--- src/rtl/dt_host_ctrl.sv ---
// Host/pager for the 4-bit core running the paged decision-tree program.
// Decodes OPORT handshake words, serves features on IPORT, and switches ROM pages.
//
// state   | meaning
// IDLE    | core held in reset, waiting for start
// S_START | waiting for first symbol of a word
// OTH0    | got 2, waiting for second symbol
// OTH1    | got 2,1 (feature request prefix)
// OTH2    | got 2,0 (label 0/1 prefix)
// OP0     | got 1, waiting for second symbol
// OP1     | got 1,2 (page switch prefix)
// OP2     | got 1,0 (label 2/3 prefix)
// FWAIT   | feature request accepted, one dead cycle
// FREQ    | OPORT carries the feature index
// FFETCH  | feature on IPORT, waiting for ack (3)
// PRST    | one-cycle core reset for page change
// PFORCE  | BRANCH 0 forced until PC reaches 0
// PWAIT   | new page running, waiting for ack (3)
// FIN     | label latched, reporting done next cycle
module dt_host_ctrl #(
    parameter int DATA_LEN  = 4,
    parameter int PC_LEN    = 7,
    parameter int INSTR_LEN = 8,
    parameter int TIMEOUT   = 4096
) (
    input  logic                 CLK,
    input  logic                 RSTN,
    input  logic                 start,
    input  logic                 feat_we,
    input  logic [3:0]           feat_addr,
    input  logic [DATA_LEN-1:0]  feat_data,
    input  logic [DATA_LEN-1:0]  OPORT,
    input  logic [PC_LEN-1:0]    PC,
    input  logic [INSTR_LEN-1:0] rom_root,
    input  logic [INSTR_LEN-1:0] rom_left,
    input  logic [INSTR_LEN-1:0] rom_right,
    output logic [DATA_LEN-1:0]  IPORT,
    output logic [INSTR_LEN-1:0] INSTR,
    output logic                 core_rstn,
    output logic                 busy,
    output logic                 done,
    output logic [1:0]           label,
    output logic                 err
);
    typedef enum logic [3:0] {
        IDLE, S_START, OTH0, OTH1, OTH2, OP0, OP1, OP2,
        FWAIT, FREQ, FFETCH, PRST, PFORCE, PWAIT, FIN
    } state_t;

    typedef enum logic [1:0] {PG_ROOT, PG_LEFT, PG_RIGHT} page_t;

    localparam int TW = (TIMEOUT > 1) ? $clog2(TIMEOUT) : 1;
    localparam logic [TW-1:0]        TMAX    = TW'(TIMEOUT - 1);
    localparam logic [INSTR_LEN-1:0] BRANCH0 = INSTR_LEN'(8'h80);

    state_t                state_q, state_d;
    page_t                 page_q, page_d;
    logic [DATA_LEN-1:0]   iport_q, iport_d;
    logic                  core_rstn_q, core_rstn_d;
    logic                  busy_q, busy_d;
    logic                  done_q, done_d;
    logic [1:0]            label_q, label_d;
    logic                  err_q, err_d;
    logic [TW-1:0]         timer_q, timer_d;
    logic [DATA_LEN-1:0]   feat [16];
    logic [1:0]            olow;

    assign olow = OPORT[1:0];

    // Feature table has no reset so its contents survive an aborted run.
    always_ff @(posedge CLK) begin
        if (feat_we && !busy_q) feat[feat_addr] <= feat_data;
    end

    always_ff @(posedge CLK or negedge RSTN) begin
        if (!RSTN) begin
            state_q     <= IDLE;
            page_q      <= PG_ROOT;
            iport_q     <= '0;
            core_rstn_q <= 1'b0;
            busy_q      <= 1'b0;
            done_q      <= 1'b0;
            label_q     <= 2'd0;
            err_q       <= 1'b0;
            timer_q     <= '0;
        end else begin
            state_q     <= state_d;
            page_q      <= page_d;
            iport_q     <= iport_d;
            core_rstn_q <= core_rstn_d;
            busy_q      <= busy_d;
            done_q      <= done_d;
            label_q     <= label_d;
            err_q       <= err_d;
            timer_q     <= timer_d;
        end
    end

    always_comb begin
        state_d     = state_q;
        page_d      = page_q;
        iport_d     = iport_q;
        core_rstn_d = core_rstn_q;
        busy_d      = busy_q;
        done_d      = done_q;
        label_d     = label_q;
        err_d       = err_q;
        case (state_q)
            IDLE: if (start) begin
                state_d     = S_START;
                page_d      = PG_ROOT;
                done_d      = 1'b0;
                err_d       = 1'b0;
                label_d     = 2'd0;
                core_rstn_d = 1'b1;
                busy_d      = 1'b1;
            end
            S_START: if (olow == 2'd1) state_d = OP0;
                     else if (olow == 2'd2) state_d = OTH0;
            OTH0: if (olow == 2'd0) state_d = OTH2;
                  else if (olow == 2'd1) state_d = OTH1;
            OTH1: if (olow == 2'd2) state_d = FWAIT;
            OTH2: if (olow == 2'd1) begin state_d = FIN; label_d = 2'd0; end
                  else if (olow == 2'd2) begin state_d = FIN; label_d = 2'd1; end
            OP0: if (olow == 2'd0) state_d = OP2;
                 else if (olow == 2'd2) state_d = OP1;
            OP1: if (olow == 2'd0) begin state_d = PRST; page_d = PG_LEFT; core_rstn_d = 1'b0; end
                 else if (olow == 2'd1) begin state_d = PRST; page_d = PG_RIGHT; core_rstn_d = 1'b0; end
            OP2: if (olow == 2'd1) begin state_d = FIN; label_d = 2'd3; end
                 else if (olow == 2'd2) begin state_d = FIN; label_d = 2'd2; end
            FWAIT: state_d = FREQ;
            FREQ: begin
                iport_d = feat[OPORT[3:0]];
                state_d = FFETCH;
            end
            FFETCH: if (olow == 2'd3) state_d = S_START;
            PRST: begin
                core_rstn_d = 1'b1;
                state_d     = PFORCE;
            end
            PFORCE: if (PC == '0) state_d = PWAIT;
            PWAIT: if (olow == 2'd3) state_d = S_START;
            FIN: begin
                done_d      = 1'b1;
                busy_d      = 1'b0;
                core_rstn_d = 1'b0;
                state_d     = IDLE;
            end
            default: state_d = IDLE;
        endcase
        // Watchdog wins over any handshake progress on the expiring cycle.
        if (busy_q && timer_q == TMAX) begin
            state_d     = IDLE;
            err_d       = 1'b1;
            busy_d      = 1'b0;
            core_rstn_d = 1'b0;
        end
    end

    always_comb begin
        timer_d = timer_q;
        if (state_d != state_q) timer_d = '0;
        else if (busy_q)        timer_d = timer_q + 1'b1;
    end

    always_comb begin
        INSTR = rom_root;
        if (state_q == IDLE)        INSTR = '0;
        else if (state_q == PFORCE) INSTR = BRANCH0;
        else begin
            case (page_q)
                PG_LEFT:  INSTR = rom_left;
                PG_RIGHT: INSTR = rom_right;
                default:  INSTR = rom_root;
            endcase
        end
    end

    assign IPORT     = iport_q;
    assign core_rstn = core_rstn_q;
    assign busy      = busy_q;
    assign done      = done_q;
    assign label     = label_q;
    assign err       = err_q;
endmodule

--- config.mk ---
export PLATFORM = sky130hd
export DESIGN_NAME = dt_host_ctrl
export DESIGN_NICKNAME = d
export VERILOG_FILES = /design/src/rtl/dt_host_ctrl.sv
export SDC_FILE = /design/constraint.sdc
export NUM_CORES = 1
export LEC_CHECK = 0
export BUFFER_PORTS_ARGS = -buffer_cell sky130_fd_sc_hd__buf_2
export CAP_MARGIN = 15
export CORE_ASPECT_RATIO = 1.1
export CORE_UTILIZATION = 35
export DETAILED_ROUTE_END_ITERATION = 8
export GPL_ROUTABILITY_DRIVEN = 0
export SLEW_MARGIN = 5
export SYNTH_ARGS = -nofsm -noshare
export SYNTH_HDL_FRONTEND = slang
export SYNTH_SLANG_ARGS = --single-unit
--- constraint.sdc ---
create_clock -name CLK -period 5.5 [get_ports CLK]
set_input_delay 0.55 -clock CLK [delete_from_list [all_inputs] [get_ports CLK]]
set_output_delay 0.55 -clock CLK [all_outputs]
set_load 0.1 [all_outputs]
Word level (Yosys, flattened, before mapping)
Memory sizes are Yosys's and may differ from the RTL's. A register that Yosys moved wholly into a read port is not among the register bits.
Cells that the tools add are included.
W data, S select, Z words.
Storage, ports and cells
  memories kept: 1
  output and inout bits: 18
  word-level logic and storage cells: 103
  flip-flop bits (word level): 24
  input port bits: 47
  memory bits (writable): 64
Memory list
  feat: depth 16, width 4, read ports 1, clocked after memory_dff 1, wr ports 1, RTL line 65  | logic [DATA_LEN-1:0] feat [16];
Operators by class
  reductions and logical operators: 23
  muxes and demuxes: 43
  equal/unequal tests: 27
  add/sub/neg operators: 1
Operator list (count)
  $mux W4: 15
  $pmux W4 S12: 1
  $eq A4 B4 Y1 const B: 7
  $mux W12: 2
  $eq A4 B3 Y1 const B: 4
  $mux W8: 2
  $pmux W8 S2: 1
  $mux W2: 7
  $add A12 B1 Y12 const B: 1
  $eq A12 B12 Y1 const B: 1
  $ne A3 B3 Y1 const B: 4
  $mux W1: 10
  $reduce_bool A2 Y1: 5
  $eq A4 B2 Y1 const B: 2
  $logic_not A7 Y1: 1
  $eq A2 B2 Y1 const B: 3
  $pmux W2 S3: 1
  $reduce_and A2 Y1: 3
  $reduce_and A3 Y1: 2
  $reduce_bool A3 Y1: 2
  $reduce_bool A5 Y1: 1
  $eq A2 B1 Y1 const B: 2
  $eq A4 B1 Y1 const B: 1
  $logic_not A4 Y1: 1
  11 further kinds: 15

Depth between registers and ports, before layout
  depth in word-level cells: 7
  depth in mapped cells: 12
  gate-level depth less buffers: 9

Worst setup path before layout
OpenSTA, ideal clock, no wires.
  path kind: register to output
  from: register page_q[0]
  to: output port INSTR[7]
  data arrival time: 2.608 ns
  buffers on the path: 1
  path slack: 2.342 ns
  data required time: 4.950 ns
  stages on the path, launching flop included: 9
  cells stage by stage: dfrtp_1 -> inv_1 -> ha_1 -> clkbuf_1 -> a22oi_1 -> nor2_1 -> a21oi_1 -> a21boi_0 -> o22ai_1
On the way
  longest elaborated chain between the ends: 4
  elaborated cells on any way between the ends: 5
  classes of those cells: 2 x eq/ne; 3 x mux
RTL lines
  start: declaration: RTL line 57  | page_t page_q, page_d;
  start signal: assignment: RTL line 88  | page_q <= page_d;
  $eq A2 B2 Y1 / $eq A2 B1 Y1 (equally long branches): RTL line 171  | case (page_q)
  $pmux W8 S2 (*): RTL line 171
  $mux W8 (*): RTL line 169  | else if (state_q == PFORCE) INSTR = BRANCH0;
  $mux W8 (*): RTL line 168  | if (state_q == IDLE) INSTR = '0;
  end: declaration: RTL line 38  | output logic [INSTR_LEN-1:0] INSTR,
Mark *: on every way between the ends. The rest lies on a longest branch, timed or not.

Final worst setup path
  from: input port OPORT[0]
  to: register timer_q[1]
On the way
  longest elaborated chain between the ends: 7
  elaborated cells on any way between the ends: 21
  classes of those cells: 4 x eq/ne; 15 x mux; 2 x reduce/logical
RTL lines
  start: declaration: RTL line 32  | input logic [DATA_LEN-1:0] OPORT,
  $eq A2 B2 Y1 / $eq A2 B1 Y1 (equally long branches)
  $mux W4, on equally long branches (2 in series)
  $pmux W4 S12 (*): RTL line 108  | case (state_q)
  $mux W4 (*): RTL line 152  | if (busy_q && timer_q == TMAX) begin
  $ne A4 B4 Y1 (*): RTL line 162  | if (state_d != state_q) timer_d = '0;
  $mux W12 / $reduce_bool A2 Y1 (equally long branches)
  end signal: assignment: RTL line 95  | timer_q <= timer_d;
  end: declaration: RTL line 64  | logic [TW-1:0] timer_q, timer_d;
Marked as above.
A chain may end at the register's enable or synchronous reset.

==> results.json <==
{
  "cts_buffers": 9,
  "start_kind": "input port",
  "fin_crit_sh": 0.628,
  "max_freq_ghz": 0.290,
  "die_w_um": 112,
  "grt_setup_unrepaired": "no",
  "syn_area_mm2": 0.00469,
  "cts_htree_levels": 3,
  "synth_xor_area_frac": 0.0243,
  "synth-seq-cells": 92,
  "worst-endpoint-arrival_ns": 3.62,
  "outcome": "complete, no violations",
  "ir_drop_v": 0.000192,
  "io_buffers": 64,
  "path_buf_inv": 1,
  "synth_area_leaders": "edfxtp_1, dfrtp_1, mux4_2, nor2_1, nor3_2",
  "synthArstFlopShare": 0.304,
  "vias": 3136,
  "worstSetupPathType": "input port to flip-flop",
  "initialDrtViolationCount": 226,
  "drc": 0,
  "final_net_count": 476,
  "max_stage_delay_ns": 0.94,
  "synth-simple-area-share": 0.148,
  "power.density_mw_per_mm2": 525,
  "drive_gt1_frac": 0.302,
  "yosysUniqueCellTypes": 58,
  "ys.flop_type": "edfxtp_1",
  "r2r_end": "timer_q[1]",
  "slew_viol_final": 0,
  "grt_max_degree": 29,
  "slew-limit-headroom": 0.240,
  "syn2layout_area_growth_pct": 14.2,
  "critical_path.reg2reg.startpoint": "state_q[2]",
  "dr.pass1.iters": 4,
  "r2r_setup_slack_ns": 2.15,
  "grt_busiest_layer": "met2",
  "grt_use_met3": 0.0500,
  "grt_pass1_vias": 3253,
  "die_area_mm2": 0.0139,
  "die_y_um": 123,
  "initial_core_util": 0.357,
  "hold_viol_final": 0,
  "cp-end-kind": "flip-flop",
  "synth-compound-area-share": 0.0995,
  "hold_buffers": 0,
  "tritoncts": "built",
  "crit_family": "compound AO/OA/AOI/OAI gates",
  "worstSkewPairLatency_ns": 0.34,
  "overflow": 0,
  "cp_data_required_time_ns": 5.67,
  "drt-vias-per-instance": 5.33,
  "syn-instance-count": 367,
  "post-cts-setup-buffers": 0,
  "cts_resized": 0,
  "root_buffer": "clkbuf_16",
  "post_drt_wl_per_cell_um": 16.8,
  "io_pins": 65,
  "slowest_stage": "a211oi_2",
  "antenna_found_initial": 0,
  "synth-edff-count": 64,
  "syn-num-nets": 421,
  "cp_max_fo": 22,
  "dp_hpwl_um": 7010,
  "grt_pass1_wl_um": 16600,
  "multi_input_area_mm2": 0.00188,
  "met2_usage": 0.273,
  "ys_warn_count": 0,
  "fill_cells": 1251,
  "crit_chain": "buf_2 > ha_1 > nor2_1 > or4_1 > o2111a_2 > xnor2_1 > nor4_1 > a211oi_2 > nor3_1",
  "fin_crit_ns": 3.45,
  "leakagePower_nw": 1.93,
  "final_cell_mix": "edfxtp_1, buf_2, nor2_1",
  "worstMarginPinSlew_ns": 1.14,
  "std_cell_rows": 44,
  "synth_top_family_by_area": "simple AND/OR/NAND/NOR gates",
  "clock_sinks": 92,
  "hold_class": "input port to async pin",
  "core_mm2": 0.0132,
  "clockBufferDepth": 2,
  "yosys.area.top_type": "edfxtp_1",
  "syn-mean-instance-area_um2": 12.8,
  "clk_pin_slew_ns": 0.07,
  "drt_wl_total_um": 9860,
  "grt.total_usage": 0.158,
  "insertedDiodeCount": 0,
  "setup_violations": 0,
  "maxCapViolations": 0,
  "synth_adder_area_share": 0.0187,
  "yosysSeqAreaShare": 0.559,
  "rr_worst_depth": 7,
  "tns_ns": 0,
  "antenna_left": 0,
  "skew_ns": 0.00638,
  "total_power_mw": 2.81,
  "hold_ws_ns": 0.229,
  "seqCellArea_mm2": 0.00262,
  "muxShareOfSynthArea": 0.108,
  "synth_top_area_share": 0.410,
  "use_met1": 0.186
}
[flip-flops by register name (all words and copies together), names as in the netlist]
name / cells
IPORT: 4
busy: 1
core_rstn: 1
done: 1
err: 1
feat: 64
label: 2
page_q: 2
state_q: 4
timer_q: 12
[per-stage QoR]
| stage | setup WS, ns | std cells | util | cell area [µm²] |
|---|---|---|---|---|
| floorplan | 2.34 | 367 | - | 4690 |
| global placement | 1.72 | 571 | 0.386 | 5070 |
| detailed placement | 1.63 | 571 | 0.386 | 5070 |
| CTS | 1.99 | 587 | 0.407 | 5350 |
| global route | 1.65 | 588 | 0.407 | 5360 |
| finish | 2.05 | 588 | 0.407 | 5360 |
[layer usage]
metal  vias up  routed length, µm
met4         0                188
met5         -                  0
met2       114               4960
li1       1504                  -
met1      1503               4110
met3        15                613
[worst reg2reg max path, delay by kind of cell (launching register included)]
kind	cells	cell delay, ns
XOR/XNOR	1	0.14
AO/OA/AOI/OAI	3	1.42
flip-flops	1	0.81
AND/OR/NAND/NOR	3	0.82
[power breakdown]
| group | internal [mW] | switching [mW] | total, mW | leakage (nW) |
|---|---|---|---|---|
| registers | 0.796 | 0.0967 | 0.892 | 0.939 |
| logic | 0.330 | 1.02 | 1.35 | 0.866 |
| clock network | 0.309 | 0.262 | 0.571 | 0.129 |
| total | 1.43 | 1.38 | 2.81 | 1.93 |
[kinds of logic (layout without fill, tap and decap cells)]
family,after synthesis,count (layout)
simple gates,130,130
flops,92,92
compound gates,66,66
buf+inv,34,94
mux,25,25
xor+xnor,13,13
fa+ha+maj,7,7
[cell usage after synthesis, types with 5 or more instances]
master / n
xnor2_1: 6
inv_1: 12
nor3_1: 14
xor2_1: 7
nand4_1: 7
buf_6: 6
buf_4: 6
nand2_1: 19
edfxtp_1: 64
o21ai_0: 10
nor2_1: 45
ha_1: 7
mux4_2: 20
dfrtp_1: 28
clkbuf_1: 5
a21oi_1: 18
nand3_1: 7
nor3_2: 11
a22oi_1: 11
nor2b_1: 5
[worst max path at each step]
stage          slack [ns]  cells past startpoint  startpoint         end
6_report             2.05                      9    OPORT[0]  timer_q[1]
5_1_grt              1.65                      9    OPORT[0]  timer_q[0]
4_1_cts              1.99                      9    OPORT[0]  timer_q[1]
3_5_place_dp         1.63                      9    OPORT[0]  timer_q[1]
3_3_place_gp         1.72                      9    OPORT[0]  timer_q[0]
2_1_floorplan        2.34                      8   page_q[0]    INSTR[7]
[final cells by class]
class,count,share of cell area
timing repair buffer,66,0.0626
multi-input combinational,241,0.350
clock buffer,10,0.0427
inverter,12,0.00841
clock inverter,6,0.00864
sequential,92,0.490
tap,161,0.0376
(Power assumes the default switching activity.)
